$ cat config.mk
export PLATFORM = sky130hd
export DESIGN_NAME = pingpong_bank_scheduler
export DESIGN_NICKNAME = d
export VERILOG_FILES = /design/src/rtl/pingpong_bank_scheduler.sv
export SDC_FILE = /design/constraint.sdc
export NUM_CORES = 1
export LEC_CHECK = 0
export ABC_CLOCK_PERIOD_IN_PS = 1700
export CORE_MARGIN = 2
export CORE_UTILIZATION = 35
export DETAILED_ROUTE_END_ITERATION = 8
export DONT_BUFFER_PORTS = 1
export GPL_TIMING_DRIVEN = 0
export PLACE_DENSITY = 0.45
export SYNTH_ARGS = -nofsm -noshare
export SYNTH_HDL_FRONTEND = slang
export SYNTH_SLANG_ARGS = --single-unit
$ cat constraint.sdc
create_clock -name clk -period 1.7 [get_ports clk]
set_input_delay 0.255 -clock clk [delete_from_list [all_inputs] [get_ports clk]]
set_output_delay 0.255 -clock clk [all_outputs]
set_load 0.005 [all_outputs]
$ cat src/rtl/pingpong_bank_scheduler.sv
// pingpong_bank_scheduler
// Sequencing controller for the two-bank (ping-pong) line buffer of the
// convolution front end. Pixel columns stream into the bank being filled,
// while the other (full) bank is drained as KERNEL_SIZE-wide window reads.
// A per-frame strip counter flags the last drained strip of each frame.
//
// Bank flags, pointers, win_valid, strip_cnt and frame_done are registered.
// Handshake, write strobes and read strobes are combinational from the
// current state and inputs, so they land in the same cycle as the data.

module pingpong_bank_scheduler #(
    parameter int COLUMNS     = 4,
    parameter int KERNEL_SIZE = 3,
    parameter int ADDR_SIZE   = 4,
    parameter int STRIPS      = 14
) (
    input  logic                        clk,
    input  logic                        reset,
    input  logic                        flush,
    input  logic                        in_valid,
    output logic                        in_ready,
    input  logic                        out_ready,
    output logic                        write_enable_1,
    output logic                        write_enable_2,
    output logic                        read_enable_1,
    output logic                        read_enable_2,
    output logic [ADDR_SIZE-1:0]        wr_addr,
    output logic [ADDR_SIZE-1:0]        rd_addr,
    output logic                        win_valid,
    output logic                        wr_bank,
    output logic                        rd_bank,
    output logic [$clog2(STRIPS+1)-1:0] strip_cnt,
    output logic                        frame_done
);

    // ------------------------------------------------------------------
    // Derived constants
    // ------------------------------------------------------------------
    localparam int WINDOWS = COLUMNS - KERNEL_SIZE + 1;
    localparam int CNT_W   = $clog2(STRIPS + 1);

    localparam logic [ADDR_SIZE-1:0] LAST_COL   = ADDR_SIZE'(COLUMNS - 1);
    localparam logic [ADDR_SIZE-1:0] LAST_WIN   = ADDR_SIZE'(WINDOWS - 1);
    localparam logic [CNT_W-1:0]     LAST_STRIP = CNT_W'(STRIPS - 1);

    // Elaboration-time sanity checks on the parameter set.
    if (WINDOWS < 1 || WINDOWS > COLUMNS) begin : g_bad_kernel
        $error("pingpong_bank_scheduler: KERNEL_SIZE must be in 1..COLUMNS");
    end
    if ((2 ** ADDR_SIZE) < COLUMNS) begin : g_bad_addr
        $error("pingpong_bank_scheduler: ADDR_SIZE too narrow for COLUMNS");
    end
    if (STRIPS < 1) begin : g_bad_strips
        $error("pingpong_bank_scheduler: STRIPS must be at least 1");
    end

    // Per-bank occupancy: a bank is either being filled or holding a full
    // strip that is being drained.
    typedef enum logic {
        BANK_FILLING = 1'b0,
        BANK_FULL    = 1'b1
    } bank_state_e;

    // ------------------------------------------------------------------
    // State and next-state signals
    // ------------------------------------------------------------------
    bank_state_e            bank_q [2];
    bank_state_e            bank_d [2];

    logic                   wr_bank_d;
    logic                   rd_bank_d;
    logic [ADDR_SIZE-1:0]   wr_addr_d;
    logic [ADDR_SIZE-1:0]   rd_addr_d;
    logic [CNT_W-1:0]       strip_cnt_d;
    logic                   win_valid_d;
    logic                   frame_done_d;

    // Handshake / strobe terms
    logic                   accept;
    logic                   rd_go;
    logic                   fill_done;
    logic                   drain_done;

    // ------------------------------------------------------------------
    // Handshake and buffer strobes (same-cycle, combinational)
    // ------------------------------------------------------------------
    // Write side accepts while the write bank is not full; read side fires
    // while the read bank is full and downstream is ready. The two can never
    // target the same bank: a full bank blocks writes, an unfilled one reads.
    always_comb begin
        in_ready       = reset && (bank_q[wr_bank] == BANK_FILLING);
        accept         = in_valid && in_ready;
        rd_go          = (bank_q[rd_bank] == BANK_FULL) && out_ready;

        write_enable_1 = accept && !wr_bank;
        write_enable_2 = accept &&  wr_bank;
        read_enable_1  = rd_go  && !rd_bank;
        read_enable_2  = rd_go  &&  rd_bank;
    end

    // ------------------------------------------------------------------
    // Next-state: pointer advance, bank hand-over, strip counting, flush
    // ------------------------------------------------------------------
    // Fill completion and drain completion touch different banks, so both
    // flag updates may land on the same edge without conflict.
    always_comb begin
        // NOTE: every signal driven here gets a default first, so no path
        // through the block leaves one unassigned and no latch is inferred.
        bank_d       = bank_q;
        wr_bank_d    = wr_bank;
        rd_bank_d    = rd_bank;
        wr_addr_d    = wr_addr;
        rd_addr_d    = rd_addr;
        strip_cnt_d  = strip_cnt;
        win_valid_d  = rd_go;
        frame_done_d = 1'b0;

        fill_done    = accept && (wr_addr == LAST_COL);
        drain_done   = rd_go  && (rd_addr == LAST_WIN);

        // Write pointer: last column closes the bank and hands over.
        if (accept) begin
            if (fill_done) begin
                wr_addr_d         = '0;
                bank_d[wr_bank]   = BANK_FULL;
                wr_bank_d         = !wr_bank;
            end else begin
                wr_addr_d         = wr_addr + 1'b1;
            end
        end

        // Read pointer: last window frees the bank and counts a strip.
        if (rd_go) begin
            if (drain_done) begin
                rd_addr_d         = '0;
                bank_d[rd_bank]   = BANK_FILLING;
                rd_bank_d         = !rd_bank;
                if (strip_cnt == LAST_STRIP) begin
                    // Frame boundary: wrap so STRIPS itself is never shown.
                    strip_cnt_d  = '0;
                    frame_done_d = 1'b1;
                end else begin
                    strip_cnt_d  = strip_cnt + 1'b1;
                end
            end else begin
                rd_addr_d         = rd_addr + 1'b1;
            end
        end

        // Synchronous flush mirrors reset; an in-flight window is dropped.
        if (flush) begin
            bank_d[0]    = BANK_FILLING;
            bank_d[1]    = BANK_FILLING;
            wr_bank_d    = 1'b0;
            rd_bank_d    = 1'b0;
            wr_addr_d    = '0;
            rd_addr_d    = '0;
            strip_cnt_d  = '0;
            win_valid_d  = 1'b0;
            frame_done_d = 1'b0;
        end
    end

    // ------------------------------------------------------------------
    // State register with asynchronous active-low reset
    // ------------------------------------------------------------------
    // Buffer contents live outside this block and are never cleared here.
    always_ff @(posedge clk or negedge reset) begin
        if (!reset) begin
            bank_q[0]  <= BANK_FILLING;
            bank_q[1]  <= BANK_FILLING;
            wr_bank    <= 1'b0;
            rd_bank    <= 1'b0;
            wr_addr    <= '0;
            rd_addr    <= '0;
            strip_cnt  <= '0;
            win_valid  <= 1'b0;
            frame_done <= 1'b0;
        end else begin
            // NOTE: non-blocking assignments so every register samples the
            // pre-edge values computed above, independent of statement order.
            bank_q     <= bank_d;
            wr_bank    <= wr_bank_d;
            rd_bank    <= rd_bank_d;
            wr_addr    <= wr_addr_d;
            rd_addr    <= rd_addr_d;
            strip_cnt  <= strip_cnt_d;
            win_valid  <= win_valid_d;
            frame_done <= frame_done_d;
        end
    end

endmodule

## Word level (Yosys, flattened, before mapping)

Index checks and enable logic that the tools add are counted.
Widths: inputs -> output; s select.

- Bits in registers: 18
- Input port bits: 5
- Output and inout port bits: 21
- Logic and storage cells: 80

- Add/subtract/negate cells: 3
- Magnitude comparators: 4
- Equality and inequality tests: 3
- Mux-type cells: 36
- Bitwise operators: 6
- Reduce and logical (&&, ||, !) cells: 19

Operators with widths:

| operator | number |
|---|---|
| $mux 4 | 10 |
| $mux 1 | 19 |
| $add 4x1->4 const B | 3 |
| $logic_and 1x1->1 | 11 |
| $mux 2 | 5 |
| $reduce_bool 2->1 | 4 |
| $eq 4x1->1 const B | 1 |
| $eq 4x2->1 const B | 1 |
| $eq 4x4->1 const B | 1 |
| $ge 2x2->1 const B | 2 |
| $lt 2x1->1 const B | 2 |
| $not 1->2 | 2 |
| $reduce_and 2->1 | 2 |
| $and 2x2->2 | 1 |
| $demux 1 s1 | 2 |
| $logic_not 1->1 | 2 |
| $not 2->2 | 1 |
| $or 2x2->2 | 1 |
| $not 1->1 | 1 |

## Longest topological paths before layout

Gate-level depths: netlist of run 1.

- Word-level depth: 14
- Depth in mapped cells: 5
- Mapped depth without buffers: 5

## Worst setup path before layout of run 1

Ideal clock, no wire load.

- Path kind: register to register
- Start point: register rd_addr[1]
- End point: register bank_q[1] (netlist name)
- Library setup time: 123 ps
- Arrival time: 1501 ps
- Required time: 1577 ps
- Path slack: 77 ps
- Cell stages (with the launch flop): 6
- Buffers on the path: 0
- Cells stage by stage: dfrtp_1 -> inv_1 -> ha_1 -> nor3b_1 -> nand3_1 -> o221a_2

RTL lines:

| what | RTL line | RTL |
|---|---|---|
| start, declared | 28 | `output logic [ADDR_SIZE-1:0] rd_addr,` |
| start signal, assigned | 186 | `rd_addr <= rd_addr_d;` |
| end signal, assigned | 182 | `bank_q <= bank_d;` |
| end, declared | 67 | `bank_state_e bank_q [2];` |

## Final worst setup path of run 1

- Start point: register wr_bank
- End point: register wr_addr[3]

- Cells in the longest elaborated chain, start to end: 11

Ends and longest elaborated chain:

| what | RTL line | RTL |
|---|---|---|
| start, declared | 30 | `output logic wr_bank,` |
| start signal, assigned | 183 | `wr_bank <= wr_bank_d;` |
| $not 1->2 (implied by the code) (*) | 91 | `in_ready = reset && (bank_q[wr_bank] == BANK_FILLING);` |
| $mux 1 (implied by the code) (*) (3 in series) | 91 |  |
| $not 1->1 (*) | 91 |  |
| $logic_and 1x1->1 (*) | 91 |  |
| $logic_and 1x1->1 (*) | 92 | `accept = in_valid && in_ready;` |
| $logic_and 1x1->1 | 118 | `fill_done = accept && (wr_addr == LAST_COL);` |
| $mux 4 | 123 | `if (fill_done) begin` |
| $mux 4 | 122 | `if (accept) begin` |
| $mux 4 | 151 | `if (flush) begin` |
| end signal, assigned | 185 | `wr_addr <= wr_addr_d;` |
| end, declared | 27 | `output logic [ADDR_SIZE-1:0] wr_addr,` |

Every way passes the cells marked *; elsewhere a longest branch is shown, timed or not. The select of a mux whose other input is x is not followed.
A chain may end at the register's enable or synchronous reset.

==> out/qor.yml, run 1 <==
ys_seq_area_share_pct: 43.22
cp-end-kind: "register"
synth.distinct_cells: 36
status: "finished, final reports clean"
initial_core_util_pct: 37.47
yosysTopAreaCell: "dfrtp_1"
syn_inst: 105
avgSynthCellArea_um2: 9.926
synthArstFlopShare_pct: 100.0
power.leakage_nw: 0.4578
crit_path_start: "wr_bank$_DFFE_PN0P_"
min_period_over_period_pct: 96.08
worst-path-max-fanout: 7
drive_gt1_share_pct: 23.85
clk-insertion-delay-late_ns: 0.29
synth_mux_area_share_pct: 6.483
path_class: "register to register"
syn2layout_area_growth_pct: 14.77
max-clock-path-buffers: 2
power_density_nw_per_um2: 573.4
cp_slowest_cell: "or4_4"
ys_ff_latch: 18
ff2ff_path_depth: 4
post-route-min-period_ns: 1.633
whs_path_depth: 2
drt_iter0_markers: 18
worstSetupStartpointType: "register"
grt_max_degree: 19
path_buf_inv: 1
numCtsBuffers: 3
cts-root-buf: "clkbuf_4"
mostFrequentLayoutCells: "14 x dfrtp_1, 9 x a21oi_1, 7 x inv_1"
core_area_um2: 2781
wire_per_inst_um: 17.16
ir_drop_mv: 0.3037
yosysWarnings: 0
vias_per_cell: 6.036
grt_usage_pct: 15.25
path_depth: 4
power_uw: 685.9
netlist_area_um2: 1042
synth_top_family_by_area: "simple AND/OR/NAND/NOR gates"
io_buffers: 0
multiInputGateArea_um2: 613.1
synth-edff-count: 0
synth_xor_area_share_pct: 0
nets: 121
antenna_found_initial: 0
grt_use_met1_pct: 19.67
cap_violations: 0
cts_tree: "yes"
max_stage_delay_ns: 0.52
cts_sinks: 18
syn_nets: 115
num_rows: 19
remaining_drc_errors: 0
gr-usage-met2_pct: 24.08
gp_congestion: 0.7668
hold_path_class: "input port to register"
firstDrtPassIters: 4
synth_compound_gate_area_share_pct: 16.45
synth_top_area_share_pct: 43.22
final_util_pct: 43.00
relSlewSlack_pct: 42.36
finalHoldViolations: 0
grt.busiest_layer: "met2"
timing.rr.start: "wr_bank$_DFFE_PN0P_"
synth_fa_ha_area_share_pct: 6.002
final_common_cell: "dfrtp_1"
clk_pin_slew_ns: 0.10
synthTopCellsByArea: "dfrtp_1 43%, ha_1 6.0%, a21oi_1 5.3%"
hpwl_um: 1692
vias: 845
die_w_um: 58.57
ant_nets: 0
post_cts_buffers: 0
regArea_um2: 455.4
cp.required_ns: 1.92
fin_worst_skew_ns: 0.005919
gr-total-overflow: 0
synth-simple-area-share_pct: 22.45
grt_pass1_wl_um: 3988
cp_cell_sequence: "buf_6 > mux2_4 > or4_4 > a21oi_2"
ys.flop_type: "dfrtp_1"
hp-start: "out_ready"
max_freq_ghz: 0.6122
setup_viol: 0
global_route.usage.met3_pct: 4.176
crit_arrival_ns: 1.85
path_delay_family: "simple AND/OR/NAND/NOR gates"
dieArea_um2: 3430
drv_slew: 0
n_antenna_cell: 0
tightestPinTransition_ns: 0.8617
ios: 26
wl_um: 2402
die_y_um: 58.57
htreeDepth: 1
fillCellCount: 268
first_global_vias: 849
routing by layer:
layer,wire length (um),share of wire [%],vias up
li1,-,-,409
met1,1095,46,414
met2,1152,48,18
met3,126,5.2,4
met4,28,1.2,0
met5,0,0,-
cell usage after synthesis (all sizes together) (2+ instances only):
cell type and n:
nand3 7, or4b 2, and2 2, o31ai 2
or3 2, inv 7, nor2 3, nor2b 2
nand2 3, or4 3, ha 5, nor3 4
nor4 2, o21a 2, buf 2, o21ai 5
dfrtp 18, mux2 3, and3 2, clkbuf 2
nor3b 2, mux2i 3, a21oi 11
metrics by stage:
step           hold WS (ns)  area [um^2]  cells    TNS, ns  worst slack, ns
6_report            0.09083         1196    140          0          0.06666
5_1_grt             0.08727         1196    140  -0.006998        -0.006998
4_1_cts             0.09361         1125    140          0         0.002524
3_5_place_dp       -0.04015         1081    136    -0.6417          -0.2324
3_3_place_gp       -0.04015         1081    136    -0.6884          -0.2345
2_1_floorplan      -0.04059         1042    105          0          0.07655
final timing paths:
kind	end	slack (ns)
min in group asynchronous	wr_bank$_DFFE_PN0P_	0.51
max	wr_addr[3]$_DFFE_PN0P_	0.07
min	win_valid$_DFF_PN0_	0.09
max in group asynchronous	wr_addr[1]$_DFFE_PN0P_	0.60
max reg2reg	wr_addr[3]$_DFFE_PN0P_	0.07
min reg2reg	strip_cnt[3]$_DFFE_PN0P_	0.63
sequential cells by signal, summed over array words and instances, names as in the netlist:
| signal | flops |
|---|---|
| bank_q | 2 |
| wr_addr | 4 |
| rd_bank | 1 |
| frame_done | 1 |
| wr_bank | 1 |
| strip_cnt | 4 |
| rd_addr | 4 |
| win_valid | 1 |
power breakdown:
part | internal [mW] | switching, mW
clock | 0.0824 | 0.129
combinational | 0.0105 | 0.0285
sequential | 0.431 | 0.00448
layout make-up:
cell class,instances,area share [%]
inverters,7,2.197
well taps,31,3.243
plain buffers,4,2.510
clock buffers,3,1.883
flip-flops and latches,18,38.08
multi-input cells,76,51.26
repair buffers,1,0.8368
what timing repair did:
item                                   CTS  global route
gates resized for setup                  2            16
endpoints found under the hold margin   18             0
setup endpoints to repair                4            10
hold buffers                             1             0
logic make-up after synthesis:
family	count (synthesis)
and+or+nand+nor	38
AOI/OAI and AO/OA	27
adders and majority gates	5
buffers and inverters	11
DFF	18
muxes	6
No activity file was read; power rests on OpenSTA's default activity.
==> run 2, diff against run 1 <==
- ABC_CLOCK_PERIOD_IN_PS: 1700 -> 1600
- CORE_ASPECT_RATIO: default -> 1.5
- clock period: 1.7 -> 1.6 ns (I/O delays scaled with it)
==> run 2 against run 1 <==
  * The run now ends with setup timing left
  * Via count increased by 1.9%
  * Cell count is 9.3% higher
  * Largest power group unchanged
  * Register-to-register slack worse by 0.08 ns
  * Sequential power is 6.2% higher
  * Die area increased by 0.26%
  * Clock-buffer cell count unchanged
  * Critical endpoint is now wr_addr[0]$_DFFE_PN0P_
  * Maximum frequency is 1.2% higher
  * Non-clock buffer count grew 5
  * Design area rose by 5.6%
  * Combinational power rose by 14%
==> out/qor.yml, run 2 (synthesis results as in run 1) <==
numCtsBuffers: 3  # unchanged
fillCellCount: 300  # was 268
remaining_drc_errors: 0  # unchanged
pre_cts_ws_ns: -0.1138  # was -0.2324 ns
relSlewSlack_pct: 44.28  # was 42.36%
worstSetupStartpointType: "register"  # unchanged
power_uw: 816.9  # was 685.9 uW
io_buffers: 0  # unchanged
crit_arrival_ns: 1.78  # was 1.85 ns
ir_drop_mv: 0.3274  # was 0.3037 mV
place_area_um2: 1096  # was 1081 um^2
crit_path_start: "wr_bank$_DFFE_PN0P_"  # unchanged
htreeDepth: 1  # unchanged
power_density_nw_per_um2: 646.4  # was 573.4 nW/um^2
cts-root-buf: "clkbuf_8"  # was clkbuf_4
drv_slew: 0  # unchanged
syn2layout_area_growth_pct: 21.25  # was 14.77%
clk-insertion-delay-late_ns: 0.25  # was 0.29 ns
grt_pass1_wl_um: 4353  # was 3988 um
gr-total-overflow: 0  # unchanged
reg_top3: "rd_addr x4, strip_cnt x4, wr_addr x4"  # unchanged
status: "complete, but fails checks"  # was finished, final reports clean
vias: 861  # was 845
max-clock-path-buffers: 2  # unchanged
n_antenna_cell: 0  # unchanged
violations: "setup timing"
cts_tree: "yes"  # unchanged
wire_per_inst_um: 17.25  # was 17.16 um
setup_viol: 1  # was 0
mostFrequentLayoutCells: "15 x dfrtp_1, 9 x a21oi_1, 6 x inv_1, 6 x nand3_1"  # was 14 x dfrtp_1, 9 x a21oi_1, 7 x inv_1
die_y_um: 70.84  # was 58.57 um
dieArea_um2: 3439  # was 3430 um^2
post-route-min-period_ns: 1.614  # was 1.633 ns
clk_pin_slew_ns: 0.07  # was 0.10 ns
regToRegSetupSlack_ns: -0.01  # was 0.07 ns
rsz0062_at_grt: "yes"
hpwl_um: 1799  # was 1692 um
fin_worst_skew_ns: 0.004863  # was 0.005919 ns
timing.rr.start: "wr_bank$_DFFE_PN0P_"  # unchanged
drive_gt1_share_pct: 28.95  # was 23.85%
path_class: "register to register"  # unchanged
cap_violations: 0  # unchanged
fin_area_um2: 1264  # was 1196 um^2
firstDrtPassIters: 4  # unchanged
cts_sinks: 18  # unchanged
min_period_over_period_pct: 100.9  # was 96.08%
grt_max_degree: 19  # unchanged
core_area_um2: 2883  # was 2781 um^2
multiInputGateArea_um2: 615.6  # was 613.1 um^2
rr_endpoint: "wr_addr[0]$_DFFE_PN0P_"  # was wr_addr[3]$_DFFE_PN0P_
ff2ff_path_depth: 4  # unchanged
finalHoldViolations: 0  # unchanged
initial_core_util_pct: 36.15  # was 37.47%
final_common_cell: "dfrtp_1"  # unchanged
endpoint: "wr_addr[0]$_DFFE_PN0P_"  # was wr_addr[3]$_DFFE_PN0P_
vias_per_cell: 5.627  # was 6.036
die_w_um: 48.56  # was 58.57 um
num_rows: 24  # was 19
tightestPinTransition_ns: 0.8331  # was 0.8617 ns
postLayoutSetupSlackWorst_ns: -0.01372  # was 0.06666 ns
wl_um: 2639  # was 2402 um
worst-path-max-fanout: 6  # was 7
regArea_um2: 454.2  # was 455.4 um^2
ant_nets: 0  # unchanged
ios: 26  # unchanged
gp_congestion: 0.8183  # was 0.7668
power.leakage_nw: 0.5032  # was 0.4578 nW
drt_iter0_markers: 19  # was 18
nets: 126  # was 121
antenna_found_initial: 0  # unchanged
grt_usage_pct: 15.96  # was 15.25%
cp-end-kind: "register"  # unchanged
cp.required_ns: 1.77  # was 1.92 ns
hold_path_class: "input port to register"  # unchanged
max_freq_ghz: 0.6197  # was 0.6122 GHz
first_global_vias: 884  # was 849
-- run 2: worst min-delay path by stage --
stage / start / end / depth (start not counted)
2_1_floorplan: reset / bank_q[0]$_DFF_PN0_ / 0
3_3_place_gp: reset / wr_addr[3]$_DFFE_PN0P_ / 0
5_1_grt: out_ready / win_valid$_DFF_PN0_ / 2
3_5_place_dp: reset / wr_addr[3]$_DFFE_PN0P_ / 0
6_report: out_ready / win_valid$_DFF_PN0_ / 2
4_1_cts: out_ready / win_valid$_DFF_PN0_ / 2
-- run 2: critical path, stage by stage, from the launching register on --
cell	delay [ns]
dfrtp_1	0.41
buf_6	0.14
mux2_4	0.32
or4_4	0.53
a21oi_2	0.13
-- run 2: per-stage QoR --
step / utilization [%] / cells / TNS, ns / hold WS (ns)
final: 43.84 / 153 / -0.01372 / 0.1157
after global routing: 43.84 / 153 / -0.1612 / 0.1264
after CTS: 42.14 / 150 / 0 / 0.1105
after detailed placement: 38.02 / 144 / -0.3977 / -0.05491
after global placement: 38.02 / 144 / -0.3258 / -0.05512
after floorplan: - / 105 / 0 / -0.05559
-- run 2: power by group --
part / internal, mW / leakage, nW / switching [mW]
clock network: 0.167 / 0.0216 / 0.143
registers: 0.458 / 0.246 / 0.00407
logic: 0.0129 / 0.236 / 0.0316
-- run 2: what timing repair did --
| item | CTS | global route |
|---|---|---|
| endpoints found under the hold margin | 18 | 0 |
| hold buffers | 1 | 0 |
| gates resized for setup | 10 | 8 |
| pin swaps | 3 | 0 |
| endpoints found under the setup margin | 8 | 9 |
| buffers inserted | 2 | 3 |
-- run 2: final cells by class --
cell class                      count  share of cell area [%]
Buffer                              4                   2.376
Clock buffer                        3                   3.267
Inverter                            7                   2.079
Multi-Input combinational cell     76                   48.71
Sequential cell                    18                   35.94
Tap cell                           39                   3.861
Timing Repair Buffer                6                   3.762
-- run 2: metal layers --
metal	vias up	global-route usage, %	part of all wire (%)
met3	4	2.954	4.1
met1	418	18.38	40
met4	0	5.079	1.1
met2	23	29.63	55
li1	416	-	-
met5	-	0	0
==> run 3, diff against run 2 <==
- CTS_BUF_LIST: default -> sky130_fd_sc_hd__clkbuf_8
- TNS_END_PERCENT: default -> 10
==> run 3 against run 2 <==
  * The flow still finishes with violations (setup timing)
  * Design area shrank 3.4%
  * Global-route usage is essentially flat
  * Clock power is essentially flat
  * Flip-flop and latch count is the same
  * Critical path depth is the same
  * Power shrank 0.47%
  * Sequential share of layout area grew 1.1 points
  * Combinational power shrank 5.4%
  * Clock skew is essentially flat
  * Largest cell class unchanged
==> out/qor.yml, run 3 (synthesis results as in run 1) <==
worstSetupStartpointType: "register"  # unchanged
relSlewSlack_pct: 44.63  # was 44.28%
fillCellCount: 298  # was 300
clk-insertion-delay-late_ns: 0.25  # about the same
io_buffers: 0  # unchanged
cts-root-buf: "clkbuf_8"  # unchanged
antenna_found_initial: 0  # unchanged
power_density_nw_per_um2: 665.8  # was 646.4 nW/um^2
drt_iter0_markers: 16  # was 19
n_antenna_cell: 0  # unchanged
cp-end-kind: "register"  # unchanged
ff2ff_path_depth: 4  # unchanged
wl_met1_um: 1037  # was 1050 um
path_class: "register to register"  # unchanged
htreeDepth: 1  # unchanged
cts_sinks: 18  # unchanged
nets: 122  # was 126
cap_violations: 0  # unchanged
rsz0062_at_grt: "yes"  # unchanged
status: "complete, but fails checks"  # unchanged
crit_arrival_ns: 1.79  # was 1.78 ns
final_common_cell: "dfrtp_1"  # unchanged
finalHoldViolations: 0  # unchanged
drv_slew: 0  # unchanged
tightestPinTransition_ns: 0.8278  # was 0.8331 ns
grt_max_degree: 19  # unchanged
vias: 843  # was 861
mostFrequentLayoutCells: "16 x dfrtp_1, 10 x a21oi_1, 6 x inv_1, 6 x nand3_1, 5 x o21ai_0"  # was 15 x dfrtp_1, 9 x a21oi_1, 6 x inv_1, 6 x nand3_1
pre_cts_ws_ns: -0.1138  # unchanged
min_to: "win_valid$_DFF_PN0_"  # unchanged
hp-start: "out_ready"  # unchanged
setup_viol: 1  # unchanged
min_period_over_period_pct: 101.1  # was 100.9%
ios: 26  # unchanged
num_rows: 24  # unchanged
vias_per_cell: 5.658  # was 5.627
first_global_vias: 886  # was 884
top_layer_used: "met4"  # unchanged
regArea_um2: 452.9  # was 454.2 um^2
dpl.cell_count: 144  # unchanged
wl_met3_um: 98  # was 108 um
cts_tree: "yes"  # unchanged
max_freq_ghz: 0.6185  # was 0.6197 GHz
grt_pass1_wl_um: 4347  # was 4353 um
finalNonFillerCells: 149  # was 153
gr-total-overflow: 0  # unchanged
grt_usage_pct: 15.92  # was 15.96%
die_y_um: 70.84  # unchanged
violations: "setup timing"  # unchanged
timing.rr.start: "wr_bank$_DFFE_PN0P_"  # unchanged
hpwl_um: 1799  # unchanged
ant_nets: 0  # unchanged
cp.required_ns: 1.77  # about the same
drive_gt1_share_pct: 22.73  # was 28.95%
reg_top3: "rd_addr x4, strip_cnt x4, wr_addr x4"  # unchanged
numCtsBuffers: 3  # unchanged
wl_met2_um: 1423  # was 1450 um
worst-path-max-fanout: 7  # was 6
post-route-min-period_ns: 1.617  # was 1.614 ns
power_uw: 813.0  # was 816.9 uW
ir_drop_mv: 0.3267  # was 0.3274 mV
postLayoutSetupSlackWorst_ns: -0.01694  # was -0.01372 ns
gp_congestion: 0.8183  # unchanged
regToRegSetupSlack_ns: -0.02  # was -0.01 ns
wire_per_inst_um: 17.30  # was 17.25 um
initial_core_util_pct: 36.15  # unchanged
multiInputGateArea_um2: 604.3  # was 615.6 um^2
wl_um: 2577  # was 2639 um
clk_pin_slew_ns: 0.07  # about the same
max-clock-path-buffers: 2  # unchanged
core_area_um2: 2883  # unchanged
firstDrtPassIters: 3  # was 4
syn2layout_area_growth_pct: 17.17  # was 21.25%
whs_ns: 0.1166  # was 0.1157 ns
dieArea_um2: 3439  # unchanged
hold_path_class: "input port to register"  # unchanged
fin_worst_skew_ns: 0.005192  # was 0.004863 ns
die_w_um: 48.56  # unchanged
whs_path_depth: 2  # unchanged
rr_endpoint: "wr_addr[0]$_DFFE_PN0P_"  # unchanged
remaining_drc_errors: 0  # unchanged
power.leakage_nw: 0.4801  # was 0.5032 nW
-- run 3: routing by layer --
| metal | track usage (%) | vias up |
|---|---|---|
| met3 | 2.954 | 2 |
| met1 | 18.38 | 420 |
| li1 | - | 406 |
| met5 | 0 | - |
| met2 | 29.48 | 15 |
| met4 | 5.079 | 0 |
-- run 3: repair_timing --
action | in CTS | in global routing
hold endpoints to repair | 18 | 0
hold buffers | 1 | 0
setup endpoints to repair | 8 | 10
setup buffers | 1 | 0
resized for setup | 8 | 6
pin swaps | 3 | 0
-- run 3: cell type report --
cell class,count,share of cell area [%]
timing repair buffer,2,1.434
tap,39,3.996
multi-input combinational,76,49.49
clock buffer,3,3.381
inverter,7,2.152
buffer,4,2.459
sequential,18,37.09
-- run 3: metrics by stage --
step                 TNS, ns  instance area [um^2]  util, %
detailed placement   -0.3977                  1096    38.02
CTS                 -0.01838                  1206    41.84
global placement     -0.3258                  1096    38.02
finish              -0.01694                  1221    42.36
floorplan                  0                  1047        -
global route         -0.1871                  1221    42.36
-- run 3: worst max-delay path by stage --
stage / startpoint / endpoint / cells past startpoint
6_report: wr_bank$_DFFE_PN0P_ / wr_addr[0]$_DFFE_PN0P_ / 4
5_1_grt: wr_bank$_DFFE_PN0P_ / wr_addr[0]$_DFFE_PN0P_ / 4
4_1_cts: rd_addr[1]$_DFFE_PN0P_ / strip_cnt[1]$_DFFE_PN0P_ / 5
3_5_place_dp: wr_addr[0]$_DFFE_PN0P_ / bank_q[1]$_DFF_PN0_ / 4
3_3_place_gp: wr_addr[0]$_DFFE_PN0P_ / bank_q[1]$_DFF_PN0_ / 4
2_1_floorplan: wr_addr[0]$_DFFE_PN0P_ / wr_bank$_DFFE_PN0P_ / 4
-- run 3: critical path, stage by stage, from the launching register on --
cell     delay (ns)
dfrtp_1        0.41
buf_6          0.15
mux2_4         0.33
or4_1          0.53
a21oi_2        0.13
-- run 3: where the power goes --
part	switching, mW	total [mW]	internal (mW)
clock network	0.143	0.310	0.167
logic	0.0308	0.0421	0.0114
registers	0.00373	0.461	0.458
total	0.177	0.813	0.636
